<file path="src/rtl/little_cpu_ctrl.sv">
// rtl/little_cpu_ctrl.sv - fetch/decode/execute sequencer for the little CPU (option macro: LITTLE_CPU_CTRL_COND_BRANCH_EN)
module little_cpu_ctrl #(
    parameter int IR_W     = 16,
    parameter int ALU_OP_W = 3,
    parameter int CNT_W    = 16
) (
    input  logic                i_clk,
    input  logic                i_rst,
    input  logic                i_run,
    input  logic [IR_W-1:0]     i_ir,
    input  logic                i_acc_zero,
    input  logic                i_acc_neg,
    output logic                o_pc_ld,
    output logic                o_pc_sel,
    output logic                o_mar_ld,
    output logic                o_mar_sel,
    output logic                o_mdr_ld,
    output logic                o_mem_we,
    output logic                o_ir_ld,
    output logic                o_alu_sel,
    output logic [ALU_OP_W-1:0] o_alu_op,
    output logic                o_acc_ld,
    output logic                o_instr_done,
    output logic                o_illegal,
    output logic                o_halted,
    output logic [3:0]          o_state,
    output logic [CNT_W-1:0]    o_retired
);
    typedef enum logic [3:0] {
        S_IDLE = 4'd0,
        S_F0   = 4'd1,
        S_F1   = 4'd2,
        S_F2   = 4'd3,
        S_DEC  = 4'd4,
        S_E0   = 4'd5,
        S_E1   = 4'd6,
        S_E2   = 4'd7,
        S_HALT = 4'd8
    } state_t;

    localparam logic [3:0] OP_LDA  = 4'h1;
    localparam logic [3:0] OP_STA  = 4'h2;
    localparam logic [3:0] OP_ADD  = 4'h3;
    localparam logic [3:0] OP_SUB  = 4'h4;
    localparam logic [3:0] OP_AND  = 4'h5;
    localparam logic [3:0] OP_LDI  = 4'h6;
    localparam logic [3:0] OP_ADDI = 4'h7;
    localparam logic [3:0] OP_JMP  = 4'h8;
    localparam logic [3:0] OP_JZ   = 4'h9;
    localparam logic [3:0] OP_JN   = 4'hA;
    localparam logic [3:0] OP_HLT  = 4'hF;

    localparam logic [ALU_OP_W-1:0] ALU_PASS_B = ALU_OP_W'(0);
    localparam logic [ALU_OP_W-1:0] ALU_ADD    = ALU_OP_W'(1);
    localparam logic [ALU_OP_W-1:0] ALU_SUB    = ALU_OP_W'(2);
    localparam logic [ALU_OP_W-1:0] ALU_AND    = ALU_OP_W'(3);

    state_t           state;
    state_t           state_nxt;
    logic [CNT_W-1:0] retired;
    logic [3:0]       opcode;
    logic             take_branch;
    logic             op_illegal;
    logic             unused_ok;

    assign opcode = i_ir[IR_W-1 -: 4];

`ifdef LITTLE_CPU_CTRL_COND_BRANCH_EN
    assign take_branch = (opcode == OP_JMP)
                       | ((opcode == OP_JZ) & i_acc_zero)
                       | ((opcode == OP_JN) & i_acc_neg);
    assign op_illegal  = opcode inside {[4'hB:4'hE]};
    assign unused_ok   = ^i_ir[IR_W-5:0];
`else
    // Without conditional branches the flags are ignored and JZ/JN decode as illegal.
    assign take_branch = (opcode == OP_JMP);
    assign op_illegal  = opcode inside {OP_JZ, OP_JN, [4'hB:4'hE]};
    assign unused_ok   = ^{i_ir[IR_W-5:0], i_acc_zero, i_acc_neg};
`endif

    // Moore decode of datapath controls and next state from the state register and IR.
    always_comb begin
        state_nxt    = state;
        o_pc_ld      = 1'b0;
        o_pc_sel     = 1'b0;
        o_mar_ld     = 1'b0;
        o_mar_sel    = 1'b0;
        o_mdr_ld     = 1'b0;
        o_mem_we     = 1'b0;
        o_ir_ld      = 1'b0;
        o_alu_sel    = 1'b0;
        o_alu_op     = ALU_PASS_B;
        o_acc_ld     = 1'b0;
        o_instr_done = 1'b0;
        o_illegal    = 1'b0;
        o_halted     = 1'b0;
        case (state)
            S_IDLE: begin
                if (i_run) state_nxt = S_F0;
            end
            S_F0: begin
                // Pausing is only allowed here, at an instruction boundary.
                if (i_run) begin
                    o_mar_ld  = 1'b1;
                    state_nxt = S_F1;
                end else begin
                    state_nxt = S_IDLE;
                end
            end
            S_F1: begin
                o_mdr_ld  = 1'b1;
                state_nxt = S_F2;
            end
            S_F2: begin
                o_ir_ld   = 1'b1;
                o_pc_ld   = 1'b1;
                state_nxt = S_DEC;
            end
            S_DEC: begin
                if (opcode inside {[OP_LDA:OP_AND]}) begin
                    state_nxt = S_E0;
                end else if (opcode inside {OP_LDI, OP_ADDI}) begin
                    state_nxt = S_E2;
                end else if (opcode == OP_HLT) begin
                    o_instr_done = 1'b1;
                    state_nxt    = S_HALT;
                end else begin
                    o_pc_ld      = take_branch;
                    o_pc_sel     = take_branch;
                    o_illegal    = op_illegal;
                    o_instr_done = 1'b1;
                    state_nxt    = S_F0;
                end
            end
            S_E0: begin
                o_mar_ld  = 1'b1;
                o_mar_sel = 1'b1;
                state_nxt = S_E1;
            end
            S_E1: begin
                if (opcode == OP_STA) begin
                    o_mem_we     = 1'b1;
                    o_instr_done = 1'b1;
                    state_nxt    = S_F0;
                end else begin
                    o_mdr_ld  = 1'b1;
                    state_nxt = S_E2;
                end
            end
            S_E2: begin
                o_acc_ld     = 1'b1;
                o_instr_done = 1'b1;
                state_nxt    = S_F0;
                case (opcode)
                    OP_ADD:  o_alu_op = ALU_ADD;
                    OP_SUB:  o_alu_op = ALU_SUB;
                    OP_AND:  o_alu_op = ALU_AND;
                    OP_LDI:  o_alu_sel = 1'b1;
                    OP_ADDI: begin
                        o_alu_sel = 1'b1;
                        o_alu_op  = ALU_ADD;
                    end
                    default: o_alu_op = ALU_PASS_B;
                endcase
            end
            S_HALT: begin
                o_halted = 1'b1;
            end
            default: state_nxt = S_IDLE;
        endcase
    end

    // State register and retired-instruction counter; reset abandons any partial instruction.
    always_ff @(posedge i_clk) begin
        if (i_rst) begin
            state   <= S_IDLE;
            retired <= '0;
        end else begin
            state <= state_nxt;
            if (o_instr_done) retired <= retired + CNT_W'(1);
        end
    end

    assign o_state   = state;
    assign o_retired = retired;
endmodule

</file>
<file path="config.mk">
export PLATFORM = sky130hd
export DESIGN_NAME = little_cpu_ctrl
export DESIGN_NICKNAME = d
export VERILOG_FILES = /design/src/rtl/little_cpu_ctrl.sv
export SDC_FILE = /design/constraint.sdc
export NUM_CORES = 1
export LEC_CHECK = 0
export BUFFER_PORTS_ARGS = -buffer_cell sky130_fd_sc_hd__buf_2
export CAP_MARGIN = 20
export CORE_MARGIN = 8
export CORE_UTILIZATION = 46
export DETAILED_ROUTE_END_ITERATION = 10
export PLACE_DENSITY = 0.84
export SETUP_SLACK_MARGIN = 0.05
export SYNTH_ARGS = -nofsm -noshare
export SYNTH_HDL_FRONTEND = slang
export SYNTH_SLANG_ARGS = --single-unit
</file>
<file path="constraint.sdc">
create_clock -name i_clk -period 2.1 [get_ports i_clk]
set_input_delay 0.21 -clock i_clk [delete_from_list [all_inputs] [get_ports i_clk]]
set_output_delay 0.21 -clock i_clk [all_outputs]
set_load 0.02 [all_outputs]
</file>
==> reports/metrics.cfg, run 1 <==
[hold_path]
hold_path_class=in2reg

[timing]
finalHoldViolCount=0
clock.fmax_mhz=515
finalSetupViolations=0
slew_viol_final=0
fin_crit_sh_pct=92.4
slew_headroom_pct=53.5
skew_ps=8.20
worstMarginPinSlew_ps=689
fin_setup_tns_ps=0
post-route-min-period_ps=1940
rsz0062_at_grt=false

[place]
routabilityCongestion=0.853
portBuffers=40
dpl-instance-area_um2=1430
hpwlAfterDp_um=2400

[worst_setup_path]
critPathMaxFanout=14
cp_cell_sequence=and3b_1 > o21ai_2 > buf_4 > nand2_1 > buf_2
critPathRequiredTime_ps=1890
endpoint_kind=output pin
worstSetupPathType=reg2out
cp-start-kind=register
critPathMaxStageDelay_ps=540
cp_slowest_cell=dfxtp_1
worstPathArrival_ps=1730

[route]
wl_per_cell_um=14.5
drcViolationCount=0
drt-pass1-iter-count=4
wirelength_um=3050
dr_wl_met2_um=1680
viasPerCell=5.51
ant_nets=0
wl_met1_um=1230
num_vias=1163
highest_layer=met4
drt_iter0_drc=40
wl_met3_um=121

[clock_tree]
clk_pin_slew_worst_paths_ps=100
clock-sinks=20
clockBufferDepth=2
cts-htree-levels=1
postCtsSetupRepairBufs=0
cts_inserted_buffers=3
cts_tree=done
cts_resized=0
cts-root-buf=clkbuf_4
cts_hold_buf=0
clock_latency_ps=300

[cells_and_area]
fin_nets=205
antennaDiodeCount=0
layout_commonest_cell=buf_2
utilization_pct=58.3
syn_to_final_growth_pct=19.0
fill_cells=236
mostFrequentLayoutCells=buf_2, nor2_1, dfxtp_1
drive_gt1_share_pct=33.7
fin_area_um2=1460

[power_and_ir_drop]
power_w=0.000645
ir_drop_v=0.000280
power_per_cell_area_nw_per_um2=443
p_leak_nw=0.633

[floorplanning]
die_w_um=67.6
io_pins=56
core-area_um2=2500
placementRows=18
dieArea_um2=4570
die_y_um=67.6
initial_core_util_pct=48.9

[outcome]
outcome=complete, no violations

[synthesis]
synthesis.area_um2=1220
yosysSeqAreaShare_pct=32.7
synthesis.nets=164
yosys_warnings=0
synthArstFlopShare_pct=0
synth_cell_types=43
netlist_instances=142
syn_area_per_cell_um2=8.62
ys_seq_elements=20
yosysTopAreaCell=dfxtp_1
synth-main-ff-cell=dfxtp_1
synth_top_area_share_pct=32.7
synth_area_leaders=dfxtp_1, xnor2_1, nor2_1
synth-edff-count=0

[global_route]
grt_pass1_vias=1184
grt_overflow=0
grt_max_degree=20
grt_usage_pct=13.8
antenna_found_initial=0
grt_pass1_wl_um=5130

[job]
drv_cap=0

==> synth_stat cells, types with 3 or more instances <==
cell       n
buf_4      3
clkbuf_1   4
a21oi_1    9
dfxtp_1   20
nand3_1    7
nor3_1     3
xnor2_1   14
and3_1     6
nor2_1    22
nand2_1   11
a211oi_1   3
==> layout make-up <==
class,instances,area [um^2],share of cell area [%]
Inverter,2,7.51,0.515
Tap cell,30,37.5,2.58
Clock buffer,3,22.5,1.55
Sequential cell,20,400,27.5
Timing Repair Buffer,47,253,17.4
Multi-Input combinational cell,109,736,50.5
==> stage by stage <==
step / setup WS, ps / instances / hold WS [ps]
after CTS: 149 / 211 / 257
after detailed placement: 245 / 208 / 511
after floorplan: 161 / 142 / 414
after global routing: 50.2 / 211 / 291
after global placement: 306 / 208 / 478
final: 160 / 211 / 264
==> worst paths after layout <==
kind	slack, ps	depth (start not counted)	end	start
setup / recovery	160	5	o_instr_done	o_state[1]
hold / removal	260	3	o_state[0]	i_run
setup reg to reg	290	6	o_retired[15]	o_state[1]
hold reg to reg	530	2	o_retired[1]	o_retired[1]
==> layer usage <==
metal	GRT usage (%)	up-vias
met5	0	-
met4	4.96	0
met3	2.32	5
met2	27.2	23
met1	14.0	558
li1	-	577
==> report_power, final <==
| group | internal [W] | switching, W | total (W) | leakage, nW |
|---|---|---|---|---|
| clock network | 0.0000668 | 0.000111 | 0.000178 | 0.0138 |
| registers | 0.000383 | 0.00000618 | 0.000389 | 0.161 |
| logic | 0.0000274 | 0.0000504 | 0.0000778 | 0.458 |
==> critical path, delay by kind of cell, from the launching register on <==
kind                   cells  cell delay, ps
AOI/OAI and AO/OA          1              80
and+or+nand+nor            2             420
buffers and inverters      2             390
DFF                        1             540
==> logic make-up (layout without fill, tap and decap cells) <==
group                      count (synthesis)  count (layout)  synth area share, %
DFF                                       20              20                 32.7
AOI/OAI and AO/OA                         27              27                 18.8
and+or+nand+nor                           65              65                 29.0
xor gates and xnor gates                  14              14                 10.0
other                                      1               1                0.306
buffers and inverters                     13              52                 7.16
muxes                                      1               1                0.920
adders and majority gates                  1               1                 1.02
==> state kept, by name, indices dropped and copies added, names as in the netlist <==
signal     flops
o_retired     16
o_state        4
(Power assumes the default switching activity.)
==> inputs of run 2 (changes only) <==
CORE_UTILIZATION = 50   (was 46)
PLACE_DENSITY = 0.9   (was 0.84)
clock period = 2.5 ns   (was 2.1 ns; I/O delays follow)
==> run 2 against run 1 <==
Effect of this change:
- first-iteration DRC count up 45%
- via count increased by 0.26%
- setup slack gained 160 ps
- clock skew down 4.3 ps
- sequential share of layout area up 0.14 points
- global-route usage up 0.27 points
- flip-flop and latch count stayed put
- combinational power decreased by 29%
- total power rose by 1.5%
- design area shrank 0.52%
- critical path type unchanged
- critical endpoint unchanged
==> reports/metrics.cfg, run 2 (synthesis gave the netlist of run 1 again) <==
[clock_tree]
clock-sinks=20  ; unchanged
cts_inserted_buffers=3  ; unchanged
postCtsSetupRepairBufs=0  ; unchanged
cts-root-buf=clkbuf_4  ; unchanged
cts-htree-levels=1  ; unchanged
clockBufferDepth=2  ; unchanged
cts_tree=done  ; unchanged
cts_resized=0  ; unchanged
clock_latency_ps=300  ; about the same
cts_hold_buf=0  ; unchanged
clk_pin_slew_worst_paths_ps=120  ; was 100 ps

[place]
post-place-ws_ps=522  ; was 245 ps
routabilityCongestion=0.922  ; was 0.853
portBuffers=40  ; unchanged
hpwlAfterDp_um=2260  ; was 2400 um

[timing]
fin_crit_sh_pct=87.1
finalWorstSetupSlack_ps=322  ; was 160 ps
slew_headroom_pct=54.2  ; was 53.5%
worstMarginPinSlew_ps=678  ; was 689 ps
post-route-min-period_ps=2180
slew_viol_final=0  ; unchanged
finalHoldViolCount=0  ; unchanged
rsz0062_at_grt=false  ; unchanged
skew_ps=3.86  ; was 8.20 ps
fin_setup_tns_ps=0  ; unchanged
finalSetupViolations=0  ; unchanged
clock.fmax_mhz=459

[global_route]
grt_pass1_vias=1138  ; was 1184
antenna_found_initial=0  ; unchanged
grt_max_degree=20  ; unchanged
grt_usage_pct=14.1  ; was 13.8%
grt_overflow=0  ; unchanged
grt_pass1_wl_um=4940  ; was 5130 um

[worst_setup_path]
ff2ff_setup_slack_ps=470  ; was 290 ps
endpoint_kind=output pin  ; unchanged
critical_path_buf_inv_count=2  ; unchanged
r2r-end=o_retired[11]  ; was o_retired[15]
r2r_cells=5  ; was 6
cp_cell_sequence=nor4b_4 > o21ai_2 > buf_4 > nand2_1 > buf_2  ; was and3b_1 > o21ai_2 > buf_4 > nand2_1 > buf_2
timing.rr.start=o_state[2]  ; was o_state[1]
critPathRequiredTime_ps=2250  ; was 1890 ps
critPathTopFamily=flip-flops  ; unchanged
cp_slowest_cell=dfxtp_1  ; unchanged
critPathMaxStageDelay_ps=560  ; was 540 ps
worstSetupPathType=reg2out  ; unchanged
setup.worst_path.start=o_state[2]  ; was o_state[1]
cp-start-kind=register  ; unchanged
worstPathArrival_ps=1930  ; was 1730 ps
critPathMaxFanout=14  ; unchanged

[cells_and_area]
layout_commonest_cell=buf_2  ; unchanged
fin_nets=200  ; was 205
largest_reg_flops=16  ; unchanged
syn_to_final_growth_pct=18.4  ; was 19.0%
drive_gt1_share_pct=32.2  ; was 33.7%
antennaDiodeCount=0  ; unchanged
mostFrequentLayoutCells=buf_2, nor2_1, dfxtp_1  ; unchanged

[power_and_ir_drop]
power_per_cell_area_nw_per_um2=452  ; was 443 nW/um^2
p_leak_nw=0.620  ; was 0.633 nW
ir_drop_v=0.000305  ; was 0.000280 V

[route]
wirelength_um=3000  ; was 3050 um
drcViolationCount=0  ; unchanged
viasPerCell=5.63  ; was 5.51
drt_iter0_drc=58  ; was 40
ant_nets=0  ; unchanged
wl_per_cell_um=14.5  ; about the same
num_vias=1166  ; was 1163
drt-pass1-iter-count=4  ; unchanged

[floorplanning]
io_pins=56  ; unchanged
dieArea_um2=4290  ; was 4570 um^2
initial_core_util_pct=51.3  ; was 48.9%
placementRows=18  ; unchanged
die_w_um=65.5  ; was 67.6 um
die_y_um=65.5  ; was 67.6 um
core-area_um2=2390  ; was 2500 um^2

[hold_path]
whs_endpoint=o_state[0]  ; unchanged
hold_start=i_run  ; unchanged
hold_path_class=in2reg  ; unchanged
hold_depth=3  ; unchanged

[job]
drv_cap=0  ; unchanged

[outcome]
outcome=complete, no violations  ; unchanged

## run 2: cell count changes in the layout (fill, tap and decap cells not counted), sizes merged
cell | before | now
buf | 47 | 42
bufinv | 0 | 1
## run 2: worst max-delay path by stage
stage / end / depth (start not counted) / slack (ps)
CTS: o_instr_done / 5 / 340
finish: o_instr_done / 5 / 320
global placement: o_retired[11] / 5 / 550
global route: o_instr_done / 5 / 190
detailed placement: o_retired[11] / 5 / 520
floorplan: o_alu_op[1] / 3 / 520
## run 2: cell type report
class | count | area [um^2]
Fill cell | 238 | 938
Multi-Input combinational cell | 109 | 736
Sequential cell | 20 | 400
Timing Repair Buffer | 42 | 215
Tap cell | 30 | 37.5
Clock inverter | 1 | 30.0
Clock buffer | 3 | 22.5
Inverter | 2 | 7.51
## run 2: routing by layer
metal	global-route usage (%)	wire length (um)
met1	14.1	1210
met2	26.9	1560
met3	4.08	215
met4	4.63	13
met5	0	0
## run 2: stage by stage
step                      instances  hold WS [ps]  area, um^2  power, W  utilization [%]
after floorplan                 142           454        1220  0.000381                -
after global placement          203           480        1400  0.000392             58.5
after detailed placement        203           489        1400  0.000395             58.5
after CTS                       207           276        1450  0.000662             60.7
after global routing            207           296        1450  0.000686             60.7
final                           207           279        1450  0.000655             60.7
## run 2: worst min-delay path, cell delays in order
cell	delay, ps
buf_2	90
o41ai_1	110
nor2_1	110
## run 2: report_power, final
part / switching [W] / internal (W) / total, W / leakage (nW)
logic: 0.0000358 / 0.0000191 / 0.0000549 / 0.431
clock network: 0.000105 / 0.000162 / 0.000267 / 0.0279
registers: 0.0000111 / 0.000322 / 0.000333 / 0.161
total: 0.000152 / 0.000503 / 0.000655 / 0.620
